<file path="src/rtl/op_fetch_pkg.sv">
// Shared types and constants for the instruction prefetch stage.
package op_fetch_pkg;

   localparam logic [15:0] RST_VEC_DEF = 16'h0000;
   localparam int          DEPTH_DEF   = 4;

   typedef enum logic [1:0] {
      ST_FLUSH = 2'd0,
      ST_REQ   = 2'd1,
      ST_FULL  = 2'd2
   } state_t;

   // Byte count must be able to hold the value DEPTH itself.
   function automatic int cnt_w(input int depth);
      return $clog2(depth + 1);
   endfunction

endpackage

</file>
<file path="src/rtl/op_fetch_if.sv">
// ROM request/ack bus plus the decode-facing view of the prefetch stage.
// rom_req/rom_ack: a request holds rom_req=1 with a stable rom_addr until the
// cycle rom_ack=1, which completes it and carries rom_data; pc_wr or rst cancel it.
interface op_fetch_if;

   logic [15:0]           pc_in;
   logic                  pc_wr;
   logic                  rd;
   logic [1:0]            rd_len;
   logic [15:0]           rom_addr;
   logic                  rom_req;
   logic [7:0]            rom_data;
   logic                  rom_ack;
   logic [7:0]            op1;
   logic [7:0]            op2;
   logic [7:0]            op3;
   logic                  op_valid;
   logic [15:0]           pc_out;
   op_fetch_pkg::state_t  state;

   modport master (
      input  pc_in, pc_wr, rd, rd_len, rom_data, rom_ack,
      output rom_addr, rom_req, op1, op2, op3, op_valid, pc_out, state
   );

   modport slave (
      output pc_in, pc_wr, rd, rd_len, rom_data, rom_ack,
      input  rom_addr, rom_req, op1, op2, op3, op_valid, pc_out, state
   );

endinterface

</file>
<file path="src/rtl/op_fetch_fetch_queue.sv">
// Byte shift queue: slot 0 is the oldest byte, vacated slots refill with 8'h00.
module fetch_queue
   import op_fetch_pkg::*;
#(
   parameter int DEPTH = DEPTH_DEF,
   parameter int CW    = cnt_w(DEPTH)
) (
   input  logic          clk,
   input  logic          rst,
   input  logic          push,
   input  logic [7:0]    push_data,
   input  logic [1:0]    pop_n,
   input  logic          flush,
   output logic [7:0]    q0,
   output logic [7:0]    q1,
   output logic [7:0]    q2,
   output logic [CW-1:0] count
);

   localparam int EW = $clog2(DEPTH + 3);
   localparam int EN = 2 ** EW;

   logic [7:0]    mem [DEPTH];
   logic [7:0]    ext [EN];
   logic [7:0]    nxt [DEPTH];
   logic [EW-1:0] src;
   logic [CW-1:0] wr_idx;
   logic [CW-1:0] cnt_nxt;

   // Zero-padded copy lets a pop of up to 3 shift zeros in without bounds checks.
   always_comb begin
      for (int j = 0; j < EN; j++) ext[j] = 8'h00;
      for (int j = 0; j < DEPTH; j++) ext[j] = mem[j];
      wr_idx  = count - CW'(pop_n);
      cnt_nxt = wr_idx + CW'(push);
      src     = '0;
      for (int i = 0; i < DEPTH; i++) begin
         src    = EW'(i) + EW'(pop_n);
         nxt[i] = (push && (wr_idx == CW'(i))) ? push_data : ext[src];
      end
   end

   always_ff @(posedge clk or posedge rst) begin
      if (rst) begin
         for (int i = 0; i < DEPTH; i++) mem[i] <= 8'h00;
         count <= '0;
      end else if (flush) begin
         for (int i = 0; i < DEPTH; i++) mem[i] <= 8'h00;
         count <= '0;
      end else begin
         for (int i = 0; i < DEPTH; i++) mem[i] <= nxt[i];
         count <= cnt_nxt;
      end
   end

   assign q0 = mem[0];
   assign q1 = mem[1];
   assign q2 = mem[2];

endmodule

</file>
<file path="src/rtl/op_fetch.sv">
// Instruction prefetch: fills a byte queue from ROM and presents op1..op3 at pc_out.
module op_fetch
   import op_fetch_pkg::*;
#(
   parameter int          DEPTH   = DEPTH_DEF,
   parameter logic [15:0] RST_VEC = RST_VEC_DEF
) (
   input logic        clk,
   input logic        rst,
   op_fetch_if.master bus
);

   localparam int CW = cnt_w(DEPTH);

   state_t        state;
   state_t        state_nxt;
   logic [15:0]   fetch_addr;
   logic [15:0]   pc_q;
   logic [CW-1:0] count;
   logic [CW-1:0] cnt_after;
   logic [1:0]    len;
   logic [1:0]    pop_n;
   logic          push;
   logic          pop;
   logic          valid;

   assign valid = (count >= CW'(3));

   // pc_wr overrides both the consumer and any ack arriving in the same cycle.
   always_comb begin
      len       = (bus.rd_len == 2'd0) ? 2'd1 : bus.rd_len;
      pop       = bus.rd & valid & ~bus.pc_wr;
      push      = (state == ST_REQ) & bus.rom_ack & ~bus.pc_wr;
      pop_n     = pop ? len : 2'd0;
      cnt_after = count - CW'(pop_n) + CW'(push);
      state_nxt = state;
      if (bus.pc_wr) begin
         state_nxt = ST_FLUSH;
      end else begin
         case (state)
            ST_FLUSH: state_nxt = ST_REQ;
            ST_REQ:   state_nxt = (cnt_after < CW'(DEPTH)) ? ST_REQ : ST_FULL;
            ST_FULL:  state_nxt = pop ? ST_REQ : ST_FULL;
            default:  state_nxt = ST_FLUSH;
         endcase
      end
   end

   always_ff @(posedge clk or posedge rst) begin
      if (rst) begin
         state      <= ST_FLUSH;
         fetch_addr <= RST_VEC;
         pc_q       <= RST_VEC;
      end else begin
         state <= state_nxt;
         if (bus.pc_wr) begin
            fetch_addr <= bus.pc_in;
            pc_q       <= bus.pc_in;
         end else begin
            if (push) fetch_addr <= fetch_addr + 16'd1;
            if (pop)  pc_q       <= pc_q + 16'(len);
         end
      end
   end

   fetch_queue #(
      .DEPTH (DEPTH),
      .CW    (CW)
   ) u_queue (
      .clk       (clk),
      .rst       (rst),
      .push      (push),
      .push_data (bus.rom_data),
      .pop_n     (pop_n),
      .flush     (bus.pc_wr),
      .q0        (bus.op1),
      .q1        (bus.op2),
      .q2        (bus.op3),
      .count     (count)
   );

   assign bus.rom_req  = (state == ST_REQ);
   assign bus.rom_addr = fetch_addr;
   assign bus.op_valid = valid;
   assign bus.pc_out   = pc_q;
   assign bus.state    = state;

endmodule
</file>
<file path="src/flat_wrapper.sv">
// flat-port wrapper written by rule: the top's interface ports become plain ports
module op_fetch_flat import op_fetch_pkg::*;
#(
   parameter int          DEPTH   = DEPTH_DEF,
   parameter logic [15:0] RST_VEC = RST_VEC_DEF
)
  (clk, rst, bus_pc_in, bus_pc_wr, bus_rd, bus_rd_len, bus_rom_data, bus_rom_ack, bus_rom_addr, bus_rom_req, bus_op1, bus_op2, bus_op3, bus_op_valid, bus_pc_out, bus_state);
  op_fetch_if bus_i ();
  input logic clk;
  input logic rst;
  input wire logic [$bits(bus_i.pc_in)-1:0] bus_pc_in;
  input wire logic [$bits(bus_i.pc_wr)-1:0] bus_pc_wr;
  input wire logic [$bits(bus_i.rd)-1:0] bus_rd;
  input wire logic [$bits(bus_i.rd_len)-1:0] bus_rd_len;
  input wire logic [$bits(bus_i.rom_data)-1:0] bus_rom_data;
  input wire logic [$bits(bus_i.rom_ack)-1:0] bus_rom_ack;
  output wire logic [$bits(bus_i.rom_addr)-1:0] bus_rom_addr;
  output wire logic [$bits(bus_i.rom_req)-1:0] bus_rom_req;
  output wire logic [$bits(bus_i.op1)-1:0] bus_op1;
  output wire logic [$bits(bus_i.op2)-1:0] bus_op2;
  output wire logic [$bits(bus_i.op3)-1:0] bus_op3;
  output wire logic [$bits(bus_i.op_valid)-1:0] bus_op_valid;
  output wire logic [$bits(bus_i.pc_out)-1:0] bus_pc_out;
  output wire logic [$bits(bus_i.state)-1:0] bus_state;
  assign bus_i.pc_in = bus_pc_in;
  assign bus_i.pc_wr = bus_pc_wr;
  assign bus_i.rd = bus_rd;
  assign bus_i.rd_len = bus_rd_len;
  assign bus_i.rom_data = bus_rom_data;
  assign bus_i.rom_ack = bus_rom_ack;
  assign bus_rom_addr = bus_i.rom_addr;
  assign bus_rom_req = bus_i.rom_req;
  assign bus_op1 = bus_i.op1;
  assign bus_op2 = bus_i.op2;
  assign bus_op3 = bus_i.op3;
  assign bus_op_valid = bus_i.op_valid;
  assign bus_pc_out = bus_i.pc_out;
  assign bus_state = bus_i.state;
  op_fetch #(.DEPTH(DEPTH), .RST_VEC(RST_VEC)) u_core (.clk(clk), .rst(rst), .bus(bus_i));
endmodule
</file>
<file path="config.mk">
export PLATFORM = sky130hd
export DESIGN_NAME = op_fetch_flat
export DESIGN_NICKNAME = d
export VERILOG_FILES = /design/src/rtl/op_fetch_pkg.sv /design/src/rtl/op_fetch_if.sv /design/src/rtl/op_fetch_fetch_queue.sv /design/src/rtl/op_fetch.sv /design/src/flat_wrapper.sv
export SDC_FILE = /design/constraint.sdc
export NUM_CORES = 1
export LEC_CHECK = 0
export ABC_AREA = 1
export CAP_MARGIN = 10
export CORE_MARGIN = 4
export CORE_UTILIZATION = 40
export DETAILED_ROUTE_END_ITERATION = 6
export GPL_ROUTABILITY_DRIVEN = 1
export SYNTH_ARGS = -nofsm -noshare
export SYNTH_HDL_FRONTEND = slang
export SYNTH_SLANG_ARGS = --single-unit
</file>
<file path="constraint.sdc">
create_clock -name clk -period 2.7 [get_ports clk]
set_input_delay 0.675 -clock clk [delete_from_list [all_inputs] [get_ports clk]]
set_output_delay 0.675 -clock clk [all_outputs]
set_load 0.1 [all_outputs]
</file>
==> flow_summary.toml, run 1 <==
[timing]
slew_headroom_pct = 67.7
tns_ps = 0
finalCriticalPeriod_ps = 2620
max_freq_mhz = 382
setup_viol = 0
tightest_slew_ps = 484
hold_violations = 0
final_max_slew_viol_count = 0
finalCritPeriodShare_pct = 97.0
fin_worst_skew_ps = 6.97
rsz0062_at_grt = "true"

[yosys]
synth_cells = 694
synth_edf_count = 0
synthArstFlopShare_pct = 100
ys_seq_area_share_pct = 35.8
synth_fp_nets = 734
yosys.cell_types.count = 36
syn-mean-instance-area_um2 = 6.94
mappedNetlistArea_um2 = 4820
ys_ff_latch = 69
synth_flop_cell = "dfrtp_1"
ys_warn_count = 0

[final_layout]
nets = 825
syn_to_final_growth_pct = 26.1
post-route-util_pct = 52.3
num_antenna_cells = 0
final_cell_mix = "nand2_1, nand3_1, buf_4"
final_common_cell = "nand2_1"
drive_gt1_share_pct = 17.7

[drt]
vias_per_cell = 5.32
drtIter0Drc = 377
ant_nets = 0
drcViolationCount = 0
routed_wl_um = 15000
avgRoutedWirePerCell_um = 16.1
dr.pass1.iters = 5
num_vias = 4962

[setup_path]
crit_type = "in -> reg"
required_ps = 2920
r2r_setup_slack_ps = 330
reg2reg_to = "u_core.u_queue.q0[1]"
crit_arrival_ps = 2840
crit_fanout = 8
ff2ff_path_depth = 13
startpoint_type = "input port"
rr_startpoint = "u_core.u_queue.count[0]"
cp-end-kind = "flip-flop"

[power]
power_w = 0.00327
p_leak_nw = 3.01
vdd.ir_drop.worst_uv = 328
p_per_area_nw_per_um2 = 538

[grt]
grt_max_degree = 36
antenna_found_initial = 0
grt_usage_pct = 21.7
grt_pass1_wl_um = 24400
grt_overflow = 0
grt_pass1_vias = 4726

[cts]
path_clk_slew_ps = 60
cts_hold_buf = 0
clk_latency_ps = 340
cts_sinks = 69
cts_tree = "built"
cts_max_path_buffers = 2
cts_max_level = 3
clk_root_buffer_cell = "clkbuf_16"
cts_made_buffers = 9

[outcome]
status = "finished clean"

[place]
dp_hpwl_um = 10900
io_buffer_count = 90
gp_congestion = 0.871

[worst_hold_path]
min_from = "u_core.bus.state[0]"
min_to = "u_core.bus.state[1]"
hp-class = "reg -> reg"
hold_path_depth = 1

[floorplan]
die_y_um = 118
die_area_um2 = 13900
initial_core_util_pct = 41.5
core_area_um2 = 11600
rows = 39
die_x_um = 118
io-pin-count = 91

[flow_run]
cap_violations = 0
synthesized netlist by cell type, types with 10 or more instances:
master | number | area (um2)
nand2_1 | 184 | 691
o21ai_1 | 16 | 80.1
dfrtp_1 | 69 | 1730
o21ai_0 | 10 | 50.1
clkbuf_1 | 10 | 37.5
nor2_1 | 58 | 218
buf_4 | 25 | 188
inv_1 | 81 | 304
o211ai_1 | 12 | 90.1
a21oi_1 | 34 | 170
nand3_1 | 102 | 510
nand4_1 | 19 | 119
where the power goes:
group          switching, W  internal [W]
Clock              0.000442      0.000640
Sequential        0.0000957       0.00110
Combinational      0.000748      0.000247
Total               0.00129       0.00199
per-layer routing:
| metal | global-route usage [%] | part of all wire [%] | up-vias |
|---|---|---|---|
| met1 | 28.1 | 43 | 2345 |
| li1 | - | - | 2421 |
| met2 | 36.8 | 49 | 171 |
| met4 | 7.11 | 2.0 | 0 |
| met3 | 3.65 | 5.5 | 25 |
| met5 | 0 | 0 | - |
critical path: stages:
cell and delay, ps:
clkdlybuf4s50_1 490, nand2_2 100, nand4_4 100, inv_2 40, nand2_1 70, inv_1 60, fa_2 570, inv_2 60
nor3_4 150, buf_12 140, nand2_2 150, o21ai_1 170, nor2_1 60
flip-flops by register name, summed over array words and instances (netlist names):
name / count
u_core.bus.pc_out: 16
u_core.bus.rom_addr: 16
u_core.bus.state: 2
u_core.u_queue.count: 3
u_core.u_queue.ext: 8
u_core.u_queue.q0: 8
u_core.u_queue.q1: 8
u_core.u_queue.q2: 8
area by class of cell:
class                   count  area [um2]
clock inverters             2        10.0
repair buffers            127        1070
clock buffers              13         250
flip-flops and latches     69        1730
well taps                 143         179
inverters                  87         329
multi-input cells         491        2510
fillers                  1196        5530
through the flow:
step,area (um2),hold WS (ps),worst slack [ps],cells
after floorplan,4830,648,3.05,694
after global placement,5720,532,-340,912
after detailed placement,5720,551,-401,912
after CTS,6020,561,13.1,929
after global routing,6080,594,-3.83,932
final,6080,575,81.4,932
repair_timing:
item | in CTS | in global routing
pin swaps | 3 | 2
buffers inserted | 1 | 2
resized for setup | 6 | 7
cloned | 1 | 1
endpoints found under the setup margin | 11 | 28
endpoints found under the hold margin | 0 | 0
worst max-delay path by stage:
| stage | startpoint | to | slack [ps] |
|---|---|---|---|
| after floorplan | bus_pc_wr | u_core.u_queue.q0[0] | 3 |
| after global placement | bus_pc_wr | u_core.u_queue.q1[2] | -340 |
| after detailed placement | bus_rd | u_core.u_queue.q2[5] | -400 |
| after CTS | bus_rd_len[1] | u_core.u_queue.q0[1] | 10 |
| after global routing | bus_rd_len[1] | u_core.u_queue.q0[0] | -4 |
| final | bus_rd_len[1] | u_core.u_queue.q0[1] | 80 |
cell families after synthesis:
| family | count (synthesis) | synth area share (%) |
|---|---|---|
| compound gates | 83 | 10.0 |
| fa+ha+maj | 9 | 2.65 |
| simple gates | 384 | 36.0 |
| buf+inv | 136 | 13.2 |
| xor+xnor | 13 | 2.36 |
| flops | 69 | 35.8 |
No activity file was read; power rests on OpenSTA's default activity.
==> run 2: changes to the inputs <==
- HOLD_SLACK_MARGIN: default -> 0.02
- SYNTH_HIERARCHICAL: default -> 1
==> flow_summary.toml, run 2 <==
[cts]
path_clk_slew_ps = 60
cts_max_level = 3
clk_latency_ps = 330
clk_root_buffer_cell = "clkbuf_16"
cts_hold_buf = 0
cts_sinks = 69
cts_tree = "built"
cts_max_path_buffers = 2
cts_made_buffers = 9

[drt]
drcViolationCount = 0
avgRoutedWirePerCell_um = 14.6
routed_wl_um = 14600
num_vias = 5023
vias_per_cell = 5.04
dr.pass1.iters = 5
ant_nets = 0
drtIter0Drc = 423

[yosys]
synthArstFlopShare_pct = 100
synth_edf_count = 0
syn-mean-instance-area_um2 = 6.83
synth_common_cells = "nand2_1, inv_1, nand3_1"
netlist_top_cells_area = "dfrtp_1, nand2_1, nand3_1, inv_1, nor2_1"
synth_fp_nets = 770
ys_ff_latch = 69
yosysTopAreaCellShare_pct = 34.8
yosys.cell_types.count = 34
ys_seq_area_share_pct = 34.8
synth_top_cell_by_area = "dfrtp_1"
ys_warn_count = 6
mappedNetlistArea_um2 = 4960
synth_cells = 727
yosysMostFrequentCell = "nand2_1"
synth_flop_cell = "dfrtp_1"

[timing]
final_max_slew_viol_count = 0
slew_headroom_pct = 66.5
fin_worst_skew_ps = 3.16
setup_viol = 0
worst_slack_ps = 123
tns_ps = 0
finalCritPeriodShare_pct = 95.4
finalCriticalPeriod_ps = 2580
hold_violations = 0
tightest_slew_ps = 503
rsz0062_at_grt = "false"
max_freq_mhz = 388

[grt]
grt_usage_pct = 20.7
met1_usage_pct = 30.0
met3_usage_pct = 3.09
grt_util_met2_pct = 32.4
busiest_layer = "met2"
grt_pass1_wl_um = 23900
antenna_found_initial = 0
grt_pass1_vias = 4668
grt_overflow = 0
grt_max_degree = 36

[setup_path]
path_delay_family = "buffers and inverters"
path_cells = "clkdlybuf4s50_1 -> a21oi_4 -> ha_4 -> fa_1 -> inv_1 -> nand2_1 -> nand2_4 -> nand2_1 -> buf_6 -> o21ai_1 -> nor2_1"
crit_buf_inv = 3
cp-end-kind = "flip-flop"
crit_type = "in -> reg"
crit_fanout = 8
ff2ff_path_depth = 15
cp_common_cell = "nand2_1"
cpPeakStageDelay_ps = 580
worst-path-stages = 11
crit_arrival_ps = 2790
required_ps = 2920
cp_slowest_cell = "clkdlybuf4s50_1"
startpoint_type = "input port"

[final_layout]
final_cell_mix = "nand2_1, buf_4, inv_1, nand3_1, dfrtp_1"
seqCellArea_um2 = 1730
final_common_cell = "nand2_1"
nets = 867
multi_input_comb_area_um2 = 2630
fin_area_um2 = 6360
stdcell_count = 996
post-route-util_pct = 52.7
syn_to_final_growth_pct = 28.1
drive_gt1_share_pct = 20.0
num_antenna_cells = 0
n_fill_cell = 1232

[place]
dpl-instance-area_um2 = 5980
dp_hpwl_um = 10600
gp_congestion = 0.868
io_buffer_count = 90
dp_worst_setup_slack_ps = -401
post-place-cells = 979

[power]
p_leak_nw = 3.13
swShare_pct = 40.3
power_frac_clock_pct = 32.6
power_frac_seq_pct = 34.8
p_per_area_nw_per_um2 = 547
vdd.ir_drop.worst_uv = 329
cell_internal_pwr_w = 0.00208
pwr-share-comb_pct = 32.6
p_sw_w = 0.00140

[floorplan]
die_x_um = 119
io-pin-count = 91
die_area_um2 = 14300
initial_core_util_pct = 41.2
core_area_um2 = 12100
rows = 40
die_y_um = 119

[flow_run]
cap_violations = 0

[worst_hold_path]
hold_path_depth = 1
hp-class = "reg -> reg"

[outcome]
status = "finished clean"
-- run 2: metal layers --
| metal | wire (um) | vias to the layer above | part of all wire, % |
|---|---|---|---|
| li1 | - | 2513 | - |
| met1 | 6820 | 2338 | 47 |
| met2 | 6720 | 160 | 46 |
| met3 | 893 | 12 | 6.1 |
| met4 | 149 | 0 | 1.0 |
| met5 | 0 | - | 0 |
-- run 2: logic make-up after synthesis --
| logic type | Yosys count | share of synthesized area [%] |
|---|---|---|
| simple gates | 395 | 35.2 |
| xor+xnor | 8 | 1.41 |
| buf+inv | 147 | 14.1 |
| compound gates | 96 | 11.2 |
| flops | 69 | 34.8 |
| fa+ha+maj | 12 | 3.33 |
-- run 2: what timing repair did --
item | CTS | global route
endpoints found under the setup margin | 9 | 32
pin swaps | 0 | 7
endpoints found under the hold margin | 0 | 0
buffers inserted | 0 | 2
resized for setup | 3 | 25
-- run 2: path summary, 6_finish.rpt --
kind                                           end  slack, ps                     from
max                           u_core/u_queue/q0[1]        120            bus_rd_len[1]
min                            u_core/bus.state[1]        500      u_core/bus.state[0]
max reg2reg                   u_core/u_queue/q0[1]        200  u_core/u_queue/count[2]
min reg2reg                    u_core/bus.state[1]        500      u_core/bus.state[0]
max in group asynchronous     u_core/u_queue/q0[4]       1550                      rst
min in group asynchronous  u_core/bus.rom_addr[15]        780                      rst
-- run 2: cell type report --
class                      count  share of cell area (%)
multi-input combinational    511                    41.3
timing repair buffer         138                    18.2
tap                          168                    3.31
inverter                      95                    5.61
clock inverter                 1                  0.0787
clock buffer                  14                    4.31
sequential                    69                    27.1
-- run 2: worst reg2reg max path, cell delays in order, from the launching register on --
cell and delay, ps:
dfrtp_1 430, inv_1 160, nand2_8 70, nand2_2 120
nor2_4 60, inv_2 80, a21oi_4 50, ha_4 170
fa_1 420, inv_1 70, nand2_1 100, nand2_4 140
nand2_1 120, buf_6 160, o21ai_1 180, nor2_1 70
-- run 2: power groups by stage --
| stage | logic (W) | clock network, W | registers (W) |
|---|---|---|---|
| finish | 0.00114 | 0.00113 | 0.00121 |
| global route | 0.00120 | 0.00121 | 0.00122 |
| CTS | 0.00113 | 0.00116 | 0.00121 |
| detailed placement | 0.00113 | 0 | 0.00123 |
| global placement | 0.00112 | 0 | 0.00123 |
| floorplan | 0.000389 | 0 | 0.00168 |
-- run 2: metrics by stage --
stage          hold WS, ps  power, W
2_1_floorplan          604   0.00207
3_3_place_gp           500   0.00235
3_5_place_dp           498   0.00236
4_1_cts                506   0.00351
5_1_grt                538   0.00363
6_report               499   0.00348
==> run 3: changes to the inputs <==
- CORE_ASPECT_RATIO: default -> 0.8
- CORE_MARGIN: 4 -> 3
- SKIP_CTS_REPAIR_TIMING: default -> 1
==> flow_summary.toml, run 3 (synthesis gave the netlist of run 2 again) <==
[cts]
clk_latency_ps = 330
clk_root_buffer_cell = "clkbuf_16"
cts_max_path_buffers = 2
cts_max_level = 3
path_clk_slew_ps = 60
cts_tree = "built"
cts_sinks = 69
cts_made_buffers = 9

[final_layout]
final_cell_mix = "nand2_1, buf_4, inv_1, nand3_1, dfrtp_1"
num_antenna_cells = 0
nets = 862
syn_to_final_growth_pct = 27.7
final_common_cell = "nand2_1"
post-route-util_pct = 53.6
stdcell_count = 972
n_fill_cell = 1174
drive_gt1_share_pct = 19.4

[drt]
num_vias = 5099
avgRoutedWirePerCell_um = 15.8
drcViolationCount = 0
vias_per_cell = 5.25
dr.pass1.iters = 5
ant_nets = 0
drtIter0Drc = 427
routed_wl_um = 15300

[floorplan]
die_area_um2 = 13800
core_area_um2 = 11800
die_x_um = 131
io-pin-count = 91
die_y_um = 106
initial_core_util_pct = 42.0
rows = 35

[timing]
finalCritPeriodShare_pct = 94.1
fin_hold_ws_ps = 513
tns_ps = 0
hold_violations = 0
setup_viol = 0
tightest_slew_ps = 490
finalCriticalPeriod_ps = 2540
rsz0062_at_grt = "false"
final_max_slew_viol_count = 0
max_freq_mhz = 394
fin_worst_skew_ps = 6.59
slew_headroom_pct = 67.4

[setup_path]
crit_type = "in -> reg"
cp-end-kind = "flip-flop"
startpoint_type = "input port"
cpPeakStageDelay_ps = 590
cp_common_cell = "buf_4"
crit_fanout = 3
path_cells = "clkdlybuf4s50_1 -> a21oi_4 -> ha_4 -> fa_1 -> inv_2 -> buf_4 -> buf_4 -> nand2_1 -> inv_1 -> a21oi_1 -> nor3_1"
required_ps = 2900
cp_slowest_cell = "fa_1"
crit_arrival_ps = 2740

[grt]
grt_overflow = 0
grt_pass1_vias = 4776
grt_max_degree = 36
grt_usage_pct = 23.1
grt_pass1_wl_um = 25100
antenna_found_initial = 0

[power]
p_per_area_nw_per_um2 = 588
vdd.ir_drop.worst_uv = 402
power_w = 0.00373
p_leak_nw = 3.14

[place]
gp_congestion = 0.883
dp_hpwl_um = 11300
post-place-cells = 955
io_buffer_count = 90

[worst_hold_path]
hp-class = "reg -> reg"

[flow_run]
cap_violations = 0

[outcome]
status = "finished clean"
[run 3: final timing paths]
path                                         startpoint                       to  slack (ps)  cells after the start
worst min-delay path                u_core/bus.state[0]      u_core/bus.state[1]         510                      1
worst max register to register  u_core/u_queue/count[2]  u_core/u_queue/count[2]         280                     15
max in group asynchronous                           rst   u_core/u_queue/ext[38]        1550                      3
min in group asynchronous                           rst     u_core/bus.pc_out[2]         780                      3
worst min register to register      u_core/bus.state[0]      u_core/bus.state[1]         510                      1
worst max-delay path                      bus_rd_len[1]  u_core/u_queue/count[2]         160                     11
[run 3: report_power, final]
group          switching [W]  internal (W)  total (W)
combinational       0.000858      0.000271    0.00113
clock               0.000462      0.000926    0.00139
sequential          0.000100       0.00111    0.00121
total                0.00142       0.00231    0.00373
[run 3: worst max-delay path: cells and delay by family]
| family | cells | cell delay (ps) |
|---|---|---|
| adder cells (fa/ha/maj) | 2 | 760 |
| buffers and inverters | 5 | 940 |
| AND/OR/NAND/NOR | 2 | 130 |
| AO/OA/AOI/OAI | 2 | 230 |
[run 3: per-stage QoR]
stage          instance area, um2  worst slack (ps)
4_1_cts                      6270             -12.0
6_report                     6340               159
3_3_place_gp                 5920              -271
5_1_grt                      6340              26.4
3_5_place_dp                 5920              -340
2_1_floorplan                4990              3.53
[run 3: layer usage]
layer | wire length (um) | vias to the layer above | global-route usage, %
met2 | 6550 | 203 | 33.4
li1 | - | 2499 | -
met5 | 0 | - | 0
met1 | 7440 | 2382 | 35.6
met3 | 1210 | 15 | 4.71
met4 | 148 | 0 | 4.63
[run 3: cell type report]
type                    count  area (um2)  area share [%]
multi-input cells         511        2600            41.0
well taps                 148         185            2.92
clock inverters             6         110            1.74
inverters                  95         357            5.62
clock buffers              10         239            3.77
repair buffers            133        1130            17.8
flip-flops and latches     69        1730            27.2
==> patch 1 (config.mk and constraints of run 1) <==
`DEPTH_DEF`: 4 -> 8.
--- a/src/rtl/op_fetch_pkg.sv
+++ b/src/rtl/op_fetch_pkg.sv
@@ -4,3 +4,3 @@
    localparam logic [15:0] RST_VEC_DEF = 16'h0000;
-   localparam int          DEPTH_DEF   = 4;
+   localparam int          DEPTH_DEF   = 8;
 
Formal check against the unedited RTL: not equivalent (a bounded check fails within 10 cycles, from zero or initial values and one cycle with rst high).
==> patch 1 against run 1 <==
- global-route usage up 2.2 points
- power up 95%
- sequential cell count up 33
- hold slack worse by 0.043 ns
- final area up 49%
- area after synthesis up 53%
- die area up 49%
- sequential power up 60%
- clock power up 33%
- via count up 49%
- wire length up 60%
- setup slack better by 0.043 ns
- register-to-register slack worse by 0.13 ns
==> patch 1: results (changes against run 1) <==
stage	metric	value	unit	change
final_layout	proportion of cell area spent on the clock network	0.0348		was 0.0428
global_route	met1 GRT Util	0.370		was 0.281
route	vias per cell	5.28		was 5.32
logic_synthesis	area share of xor/xnor cells in the synthesized design	0.0153		was 0.0236
final_layout	buffer count excluding the clock tree in the final layout	169		was 127
final_layout	multi-input logic area	3840	µm²	was 2510 µm²
power	reported clock group power	1.44	mW	was 1.08 mW
global_route	global-route wire length before repair	38800	µm	was 24400 µm
final_layout	fill cell total of the finished layout	1830		was 1196
power	Peak supply drop	0.000473	V	was 0.000328 V
power	leakage	4.72	nW	was 3.01 nW
logic_synthesis	number of distinct library cells after synthesis	44		was 36
setup_path	cell count of the worst reg-to-reg path	14		was 13
global_route	number of global-route vias before repair	6838		was 4726
final_layout	count of multi-input combinational gates	735		was 491
logic_synthesis	cell types occupying the most area after synthesis	dfrtp_1 35%, nand2_1 14%, nand3_1 10%		was dfrtp_1 36%, nand2_1 14%, nand3_1 11%
logic_synthesis	post-synthesis compound-gate area fraction	0.151		was 0.0999
final_layout	sequential cell area	2550	µm²	was 1730 µm²
final_layout	count of clock-net buffers in the final layout	10		was 13
final_layout	layout sequential cell count	102		was 69
clock_tree	insertion delay of the later-clocked pin in the worst-skew pair	0.36	ns	was 0.34 ns
timing	worst slew pin tran	0.794	ns	was 0.484 ns
logic_synthesis	sequential share of the synthesized area	0.346		was 0.358
outcome	status	finished, final reports clean		unchanged
logic_synthesis	adder-cell share of the synthesized area	0.0207		was 0.0265
route	DR WL/cell	17.2	µm	was 16.1 µm
route	count of routing violations after the opening detailed-route iteration	868		was 377
logic_synthesis	commonest cells in the netlist	276 x nand2_1, 149 x nand3_1, 138 x inv_1, 102 x dfrtp_1, 73 x a21oi_1		was 184 x nand2_1, 102 x nand3_1, 81 x inv_1, 69 x dfrtp_1, 58 x nor2_1
setup_path	slowest stage delay, CP	0.54	ns	was 0.57 ns
-- patch 1: cell count changes after synthesis, moves of 19 or more --
cell	change
a21oi_1	+39
dfrtp_1	+33
inv_1	+57
nand2_1	+92
nand3_1	+47
nor2_1	-19
o21ai_0	+40
-- patch 1: repair_timing --
item / CTS / global route
gates cloned: 0 / 0
setup endpoints to repair: 72 / 36
resized for setup: 13 / 12
pin swaps: 3 / 3
setup buffers: 2 / 0
-- patch 1: critical path, delay by kind of cell --
kind	cells	cell delay (ns)
buffers and inverters	5	0.48
AO/OA/AOI/OAI	2	0.30
AND/OR/NAND/NOR	4	0.69
adder cells (fa/ha/maj)	2	0.67
-- patch 1: final timing paths --
kind / startpoint / endpoint / slack [ns]
setup / recovery: bus_rd_len[0] / u_core.u_queue.ext[102] / 0.12
hold / removal: u_core.bus.state[0] / u_core.bus.state[1] / 0.53
setup reg to reg: u_core.u_queue.count[3] / u_core.u_queue.ext[91] / 0.20
hold reg to reg: u_core.bus.state[0] / u_core.bus.state[1] / 0.53
max in group asynchronous: rst / u_core.u_queue.ext[75] / 1.33
min in group asynchronous: rst / u_core.bus.pc_out[1] / 0.78
-- patch 1: metrics by stage --
stage               power [mW]  std cells  hold WS (ns)  setup slack [ns]  cell area, µm²
global route              6.72       1399         0.562            0.0126            9060
CTS                       6.37       1399         0.536            0.0815            9040
floorplan                 4.19       1066         0.615            -0.153            7480
detailed placement        4.92       1381         0.519            -0.605            8670
global placement          4.91       1381         0.519            -0.603            8670
finish                    6.37       1399         0.532             0.124            9060
-- patch 1: routing by layer --
layer,routed length (µm),up-vias
met5,0,-
met4,284,0
met3,1930,27
met2,10300,309
met1,11500,3367
li1,-,3678
==> patch 2 (config.mk and constraints of run 1) <==
Without the edit above. Reset style: synchronous (`rst`), changed in 2 clocked blocks.
--- a/src/rtl/op_fetch_fetch_queue.sv
+++ b/src/rtl/op_fetch_fetch_queue.sv
@@ -42,3 +42,3 @@
 
-   always_ff @(posedge clk or posedge rst) begin
+   always_ff @(posedge clk) begin
       if (rst) begin
--- a/src/rtl/op_fetch.sv
+++ b/src/rtl/op_fetch.sv
@@ -48,3 +48,3 @@
 
-   always_ff @(posedge clk or posedge rst) begin
+   always_ff @(posedge clk) begin
       if (rst) begin
Formal check against the unedited RTL: differs if rst is asserted again (counterexample within 4 cycles, from zero or initial values and one cycle with rst high); with rst held inactive, the same outputs for 10 cycles.
==> patch 2 against run 1 <==
- clock skew hardly changed
- count of clock-buffer cells in the layout fell by 4
- critical endpoint is now u_core.u_queue.mem[0][1]
- critical path depth rose by 3
- global-route usage is 2.2 points higher
- sequential cell count did not move
- setup slack improved by 0.11 ns
- wire length up 5.5%
- final area is 3.6% higher
- first-iteration DRC count is 8.2% higher
- power decreased by 8.7%
- fmax grew 4.3%
- area after synthesis down 2.0%
==> patch 2: results (changes against run 1) <==
stage	metric	value	unit	change
final_layout	share of layout cells above drive strength 1	0.206		was 0.177
power	Peak supply drop	0.000376	V	was 0.000328 V
power	leakage	2.89	nW	was 3.01 nW
setup_path	cell count of the worst reg-to-reg path	17		was 13
global_route	global-route wire length before repair	25000	µm	was 24400 µm
global_route	overall track demand over capacity in global routing	0.239		was 0.217
hold_path	start point of the worst hold path	u_core.bus.state[0]		unchanged
route	total routed wirelength	15900	µm	was 15000 µm
clock_tree	clock root buffer master	clkbuf_16		unchanged
logic_synthesis	proportion of synthesized flip-flops having asynchronous set or reset	0		was 1.00
placed_design	number of buffer cells added on primary ports	90		unchanged
clock_tree	insertion delay of the later-clocked pin in the worst-skew pair	0.35	ns	
global_route	number of global-route vias before repair	5000		was 4726
final_layout	final net count	874		was 825
outcome	status	finished, final reports clean		unchanged
setup_path	launching element of the worst setup path	bus_rd		was bus_rd_len[1]
setup_path	reg-to-reg critical path endpoint	u_core.u_queue.mem[0][1]		was u_core.u_queue.q0[1]
logic_synthesis	cell types occupying the most area after synthesis	dfxtp_1 19%, edfxtp_1 15%, nand2_1 14%		was dfrtp_1 36%, nand2_1 14%, nand3_1 11%
timing	headroom to the max-slew limit	0.539		was 0.677
final_layout	fill cell total of the finished layout	1140		was 1196
placed_design	global placement routability congestion	0.853		was 0.871
logic_synthesis	commonest cells in the netlist	179 x nand2_1, 87 x nand3_1, 84 x inv_1, 57 x a21oi_1, 45 x dfxtp_1		was 184 x nand2_1, 102 x nand3_1, 81 x inv_1, 69 x dfrtp_1, 58 x nor2_1
setup_path	data arrival time of the worst path	2.62	ns	was 2.84 ns
final_layout	Top reg by flops	u_core.u_queue.mem		
final_layout	flip-flop count of the largest register, all copies and words added	32		
setup_path	slowest stage delay, CP	0.35	ns	was 0.57 ns
global_route	maximum number of pins on one net before global-route repair	33		was 36
setup_path	source of the worst register-to-register timing path	u_core.u_queue.count[2]		was u_core.u_queue.count[0]
logic_synthesis	number of flops mapped to enable cells by yosys	24		was 0
placed_design	detailed-placement wirelength estimate	11200	µm	was 10900 µm
logic_synthesis	sequential share of the synthesized area	0.343		was 0.358
timing	worst clock skew on the final layout	0.00731	ns	was 0.00697 ns
route	overall via count from detail_route	5194		was 4962
route	count of routing violations after the opening detailed-route iteration	408		was 377
setup_path	maximum fanout along the worst path	7		was 8
hold_path	Endpoint, Worst Hold	u_core.bus.state[0]		was u_core.bus.state[1]
-- patch 2: changes by cell type in the layout (fill, tap and decap cells not counted), sizes merged, moves of 9 or more --
cell / before / now
a21oi: 35 / 58
buf: 97 / 115
conb: 0 / 24
dfrtp: 69 / 0
dfxtp: 0 / 45
edfxtp: 0 / 24
inv: 85 / 94
nand2: 197 / 185
nand3: 102 / 88
nor2: 60 / 42
o211ai: 12 / 2
o21ai: 26 / 42
or2: 0 / 10
-- patch 2: report_power, final --
| part | internal [mW] | switching, mW |
|---|---|---|
| combinational | 0.179 | 0.502 |
| sequential | 1.13 | 0.0539 |
| clock | 0.623 | 0.504 |
| total | 1.93 | 1.06 |
-- patch 2: what timing repair did --
action / 4_1_cts / 5_1_grt
hold buffers: 0 / 0
cloned: 1 / 0
pin swaps: 6 / 6
endpoints found under the setup margin: 21 / 33
resized for setup: 16 / 14
buffers inserted: 7 / 3
-- patch 2: kinds of logic (layout without fill, tap and decap cells) --
kind of cell | Yosys count | after routing | synth area share
AOI/OAI and AO/OA | 111 | 111 | 0.122
xor gates and xnor gates | 9 | 9 | 0.0167
adders and majority gates | 10 | 10 | 0.0297
buffers and inverters | 142 | 254 | 0.137
DFF | 69 | 69 | 0.343
other | 1 | 24 | 0.000794
and+or+nand+nor | 361 | 361 | 0.350
-- patch 2: routing by layer --
layer / track usage / wire, µm
met3: 0.0352 / 1140
met4: 0.130 / 629
met2: 0.411 / 7680
met5: 0 / 0
met1: 0.286 / 6430
-- patch 2: how the worst max path moves through the flow --
stage | depth (start not counted) | endpoint
after global placement | 11 | u_core.u_queue.mem[1][7]
after CTS | 18 | u_core.u_queue.mem[0][4]
after global routing | 17 | u_core.u_queue.mem[0][3]
final | 16 | u_core.u_queue.mem[0][1]
after floorplan | 15 | u_core.u_queue.mem[0][6]
after detailed placement | 11 | u_core.u_queue.mem[1][5]
-- patch 2: area by class of cell --
cell class,instances,area share
multi-input cells,515,0.416
flip-flops and latches,69,0.258
repair buffers,145,0.199
inverters,93,0.0558
clock buffers,9,0.0358
well taps,143,0.0284
clock inverters,7,0.00815
-- patch 2: stage by stage --
stage	util	cells	setup WS [ns]	area, µm²	hold WS (ns)
finish	0.549	981	0.189	6300	0.526
CTS	0.543	978	-0.00471	6220	0.527
detailed placement	0.508	954	-0.459	5820	0.514
floorplan	-	726	-0.0107	4820	0.565
global placement	0.508	954	-0.419	5820	0.506
global route	0.549	981	0.0710	6300	0.537
